<file path="src/rtl/sram_bist_logger.sv">
// Captures the first DEPTH BIST read mismatches (address, expected, actual) in arrival
// order, keeps a saturating error count and flags overflow beyond the record capacity.
module sram_bist_logger #(
    parameter int DEPTH  = 4,
    parameter int ADDR_W = 18,
    parameter int DATA_W = 16,
    parameter int CNT_W  = 16
) (
    input  logic                     clock,
    input  logic                     resetn,
    input  logic                     log_start,
    input  logic                     cmp_valid,
    input  logic [ADDR_W-1:0]        cmp_address,
    input  logic [DATA_W-1:0]        cmp_expected,
    input  logic [DATA_W-1:0]        cmp_actual,
    input  logic                     bist_finish,
    input  logic [$clog2(DEPTH)-1:0] log_index,
    output logic [ADDR_W-1:0]        log_address,
    output logic [DATA_W-1:0]        log_expected,
    output logic [DATA_W-1:0]        log_actual,
    output logic                     log_entry_valid,
    output logic [CNT_W-1:0]         error_count,
    output logic                     log_overflow,
    output logic                     any_mismatch,
    output logic [1:0]               log_state
);

    localparam int IDX_W = $clog2(DEPTH);
    localparam logic [IDX_W:0] FULL = (IDX_W + 1)'(DEPTH);

    typedef enum logic [1:0] {
        IDLE  = 2'b00,
        ARMED = 2'b01,
        DONE  = 2'b10
    } state_t;

    state_t             state;
    state_t             state_next;
    logic               start_prev;
    logic               start_edge;
    logic               capture;
    logic               store;
    logic [IDX_W:0]     rec_count;
    logic [IDX_W-1:0]   wr_idx;
    logic [DEPTH-1:0]   rec_valid;
    logic [ADDR_W-1:0]  rec_address  [DEPTH];
    logic [DATA_W-1:0]  rec_expected [DEPTH];
    logic [DATA_W-1:0]  rec_actual   [DEPTH];

    assign start_edge = log_start & ~start_prev;

    always_ff @(posedge clock) begin
        if (!resetn) begin
            state <= IDLE;
        end else begin
            state <= state_next;
        end
    end

    // A start edge re-arms from any state and wins over bist_finish.
    always_comb begin
        state_next = state;
        case (state)
            IDLE:    if (start_edge) state_next = ARMED;
            ARMED:   if (start_edge) state_next = ARMED;
                     else if (bist_finish) state_next = DONE;
            DONE:    if (start_edge) state_next = ARMED;
            default: state_next = IDLE;
        endcase
    end

    always_comb begin
        log_state = state;
        capture   = (state == ARMED) && cmp_valid && (cmp_expected != cmp_actual) && !start_edge;
        store     = capture && (rec_count < FULL);
    end

    assign wr_idx = rec_count[IDX_W-1:0];

    always_ff @(posedge clock) begin
        if (!resetn) begin
            start_prev   <= 1'b0;
            error_count  <= '0;
            rec_count    <= '0;
            rec_valid    <= '0;
            log_overflow <= 1'b0;
        end else begin
            start_prev <= log_start;
            if (start_edge) begin
                error_count  <= '0;
                rec_count    <= '0;
                rec_valid    <= '0;
                log_overflow <= 1'b0;
            end else if (capture) begin
                if (error_count != '1) error_count <= error_count + CNT_W'(1);
                if (store) begin
                    rec_valid[wr_idx] <= 1'b1;
                    rec_count         <= rec_count + (IDX_W + 1)'(1);
                end else begin
                    log_overflow <= 1'b1;
                end
            end
        end
    end

    // Record payloads need no reset; readout is gated by the valid bits.
    always_ff @(posedge clock) begin
        if (resetn && store) begin
            rec_address[wr_idx]  <= cmp_address;
            rec_expected[wr_idx] <= cmp_expected;
            rec_actual[wr_idx]   <= cmp_actual;
        end
    end

    always_comb begin
        log_entry_valid = rec_valid[log_index];
        log_address     = log_entry_valid ? rec_address[log_index]  : '0;
        log_expected    = log_entry_valid ? rec_expected[log_index] : '0;
        log_actual      = log_entry_valid ? rec_actual[log_index]   : '0;
    end

    assign any_mismatch = |error_count;

endmodule

</file>
<file path="config.mk">
export PLATFORM = sky130hd
export DESIGN_NAME = sram_bist_logger
export DESIGN_NICKNAME = d
export VERILOG_FILES = /design/src/rtl/sram_bist_logger.sv
export SDC_FILE = /design/constraint.sdc
export NUM_CORES = 1
export LEC_CHECK = 0
export BUFFER_PORTS_ARGS = -buffer_cell sky130_fd_sc_hd__buf_4
export CAP_MARGIN = 15
export CORE_MARGIN = 10
export CORE_UTILIZATION = 60
export DETAILED_ROUTE_END_ITERATION = 6
export PLACE_DENSITY = 0.81
export SYNTH_ARGS = -nofsm -noshare
export SYNTH_HDL_FRONTEND = slang
export SYNTH_SLANG_ARGS = --single-unit
</file>
<file path="constraint.sdc">
create_clock -name clock -period 6.61 [get_ports clock]
set_input_delay 0.3305 -clock clock [delete_from_list [all_inputs] [get_ports clock]]
set_output_delay 0.3305 -clock clock [all_outputs]
set_load 0.02 [all_outputs]
</file>
==> impl_metrics.ini <==
[setup_path]
ff2ff_path_depth = 5
critPathMaxFanout = 52
critPathRequiredTime_ns = 6.28
end_kind = primary output
worst-endpoint-arrival_ns = 2.52
criticalPathCategory = in2out
critical_path.startpoint_type = input port
r2r_start = log_state[0]
rrSetupSlack_ns = 4.01
crit-reg2reg-capture = rec_address[2][9]

[pwr]
p_leak_nw = 3.80
pwr-share-clk_pct = 40.8
powerDensity_mw_per_mm2 = 267
seq_power_share_pct = 53.1
ir_drop_mv = 0.201
internal_power_w = 0.00236
total_power_w = 0.00295
power.switching_w = 0.000591
sw_frac_of_total_pct = 20.1
combinationalPowerShare_pct = 6.0

[sta]
worst-slew-pin-transition_ns = 0.854
max_freq_ghz = 0.351
grt_setup_unrepaired = no
post-route-min-period_ns = 2.85
postLayoutSetupSlackWorst_ns = 3.76
relSlewSlack_pct = 42.9
maxSlewViolCount = 0
fin_tns_setup_ns = 0
setup_viol_count_final = 0
timing.final.crit_share_pct = 43.1
finClkSkew_ns = 0.00787
final-hold-violation-count = 0

[min_path]
min-delay-start = cmp_address[17]
min_delay_path_depth = 1
hold_path_class = in2reg
hold_path_end = rec_address[2][17]

[floorplanning]
chipWidth_um = 144
placementRows = 45
coreArea_mm2 = 0.0151
io_pins = 128
floorplan.initialDensity_pct = 60.8
die_area_mm2 = 0.0206
fp.dieH_um = 144

[final_layout]
final_layout_size_suffix_gt1_share_pct = 33.6
register_area_mm2 = 0.00655
layoutNonFillerInstCount = 860
final_net_count = 720
antenna_cells = 0
multi_input_area_mm2 = 0.00251
areaGrowthSynthToFinish_pct = 20.2
layout.cells.most_common_list = edfxtp_1 (200), buf_4 (133), nor2b_1 (56)
final_common_cell = edfxtp_1
fill_cells = 918

[global_routing]
first_global_vias = 5575
global_route.usage.total_pct = 19.2
gr_overflow_total = 0
grt_pass1_wl_um = 30800
grt_start_max_net_pins = 53
grt_antenna_before_repair = 0

[outcome]
status = finished clean

[cts]
clock_tree.root_cell = clkbuf_16
clock_sinks = 227
clock_latency_reported_for_the_late_side_of_the_worst_skew_pair_ns = 0.48
cts_inserted_buffers = 22
h-tree-depth = 1
clk_transition_reported_paths_ns = 0.06
clockBufferDepth = 3
cts_hold_buffers = 0
postCtsResizedCells = 0
cts_tree = built
cts_post_setup_buffers_inserted = 0

[routing]
viasPerCell = 6.13
detail_route.wl_per_cell_um = 23.0
dr.pass1.iters = 5
drt_first_iter_violations = 367
via_count = 5276
wirelength_um = 19800
antenna_violating_nets_post_route = 0
route.detailed.drc = 0

[logic_synthesis]
synth_area_in_compound_gates_pct = 2.88
synth_simple_gate_area_share_pct = 9.40
synth-async-reset-ratio_pct = 0
yosys_register_bits = 227
syn_nets = 588
yosys.cell_types.count = 37
synth_warnings = 0
post_synthesis_cell_area_mm2 = 0.00917
postSynthAreaPerCell_um2 = 17.5
synth_top_family_by_area = multiplexers
number_of_flops_mapped_to_enable_cells_by_yosys = 200
netlist_instances = 525
dominantRegCellSynth = edfxtp_1
muxShareOfSynthArea_pct = 12.6
post_synth_xor_area_fraction_pct = 1.53
seq_area_frac_synth_pct = 71.4
synth_adder_area_share_pct = 0.818

[placement]
dpl_worst_slack_ns = 3.53
placed_cells = 821
gp_congestion = 0.927
numPortBuffers = 127
detailed_place_hpwl_um = 12400

[flow_run]
cap_viol_max_count = 0
==> final cells by class <==
cell class,instances,area share [%]
Sequential cell,227,59.4
Multi-Input combinational cell,264,22.8
Timing Repair Buffer,133,9.06
Clock buffer,27,5.36
Tap cell,188,2.13
Clock inverter,12,0.965
Inverter,9,0.306
==> registers in the layout, summed over array words and instances, names as in the netlist <==
signal        count
rec_expected     64
log_overflow      1
rec_valid         4
log_state         2
rec_actual       64
start_prev        1
error_count      16
rec_address      72
rec_count         3
==> how the worst max path moves through the flow <==
stage | from | endpoint | depth (start not counted)
after floorplan | cmp_expected[8] | rec_actual[0][0] | 7
after global placement | cmp_actual[1] | rec_address[0][16] | 7
after detailed placement | cmp_actual[12] | rec_address[2][16] | 7
after CTS | log_index[1] | log_actual[5] | 6
after global routing | log_index[1] | log_expected[5] | 6
final | log_index[1] | log_actual[5] | 6
==> worst max-delay path, stage by stage <==
cell,delay (ns)
buf_4,0.58
mux2_2,0.44
o21ai_4,0.12
buf_4,0.51
nor2b_1,0.21
buf_4,0.21
==> kinds of logic after synthesis <==
family	count (synthesis)
adder cells (fa/ha/maj)	6
flip-flops	227
AND/OR/NAND/NOR	145
AO/OA/AOI/OAI	44
buffers and inverters	34
XOR/XNOR	16
multiplexers	53
==> synth_stat cells (2+ instances only) <==
| library cell | number | area share (%) |
|---|---|---|
| a21oi_1 | 16 | 0.87 |
| a31oi_1 | 7 | 0.48 |
| and2_1 | 3 | 0.20 |
| and3_1 | 6 | 0.41 |
| and4_1 | 2 | 0.19 |
| buf_1 | 5 | 0.20 |
| clkbuf_1 | 20 | 0.82 |
| dfxtp_1 | 27 | 5.9 |
| edfxtp_1 | 200 | 65 |
| ha_1 | 6 | 0.82 |
| inv_1 | 9 | 0.37 |
| mux2i_1 | 2 | 0.22 |
| mux4_2 | 50 | 12 |
| nand2_1 | 9 | 0.37 |
| nand2b_1 | 2 | 0.14 |
| nand3_1 | 10 | 0.55 |
| nand4_1 | 12 | 0.82 |
| nor2_1 | 15 | 0.61 |
| nor2b_1 | 56 | 3.8 |
| nor3_1 | 3 | 0.16 |
| nor4_1 | 8 | 0.55 |
| o21ai_0 | 9 | 0.49 |
| o311ai_0 | 2 | 0.19 |
| o31ai_1 | 6 | 0.49 |
| or3_1 | 6 | 0.41 |
| or4_1 | 8 | 0.65 |
| xor2_1 | 16 | 1.5 |
==> layer usage <==
layer  up-vias  routed length (um)  track usage [%]
met4         0                 417             5.64
li1       2354                   -                -
met2       231               10100             32.7
met5         -                   0                0
met1      2655                7650             24.2
met3        36                1630             4.29
==> metrics by stage <==
step	cell area, um2	hold WS [ns]	utilization [%]
after floorplan	9170	0.429	-
after global placement	10300	0.445	68.4
after detailed placement	10300	0.464	68.4
after CTS	11000	0.0278	73.1
after global routing	11000	0.0307	73.1
final	11000	0.0435	73.1
==> power groups by stage <==
stage,clock [W],combinational [W],sequential [W]
floorplan,0,0.0000920,0.00160
CTS,0.00122,0.000181,0.00157
detailed placement,0,0.000180,0.00160
global placement,0,0.000175,0.00160
global route,0.00129,0.000192,0.00157
finish,0.00120,0.000178,0.00157
(Power assumes the default switching activity.)
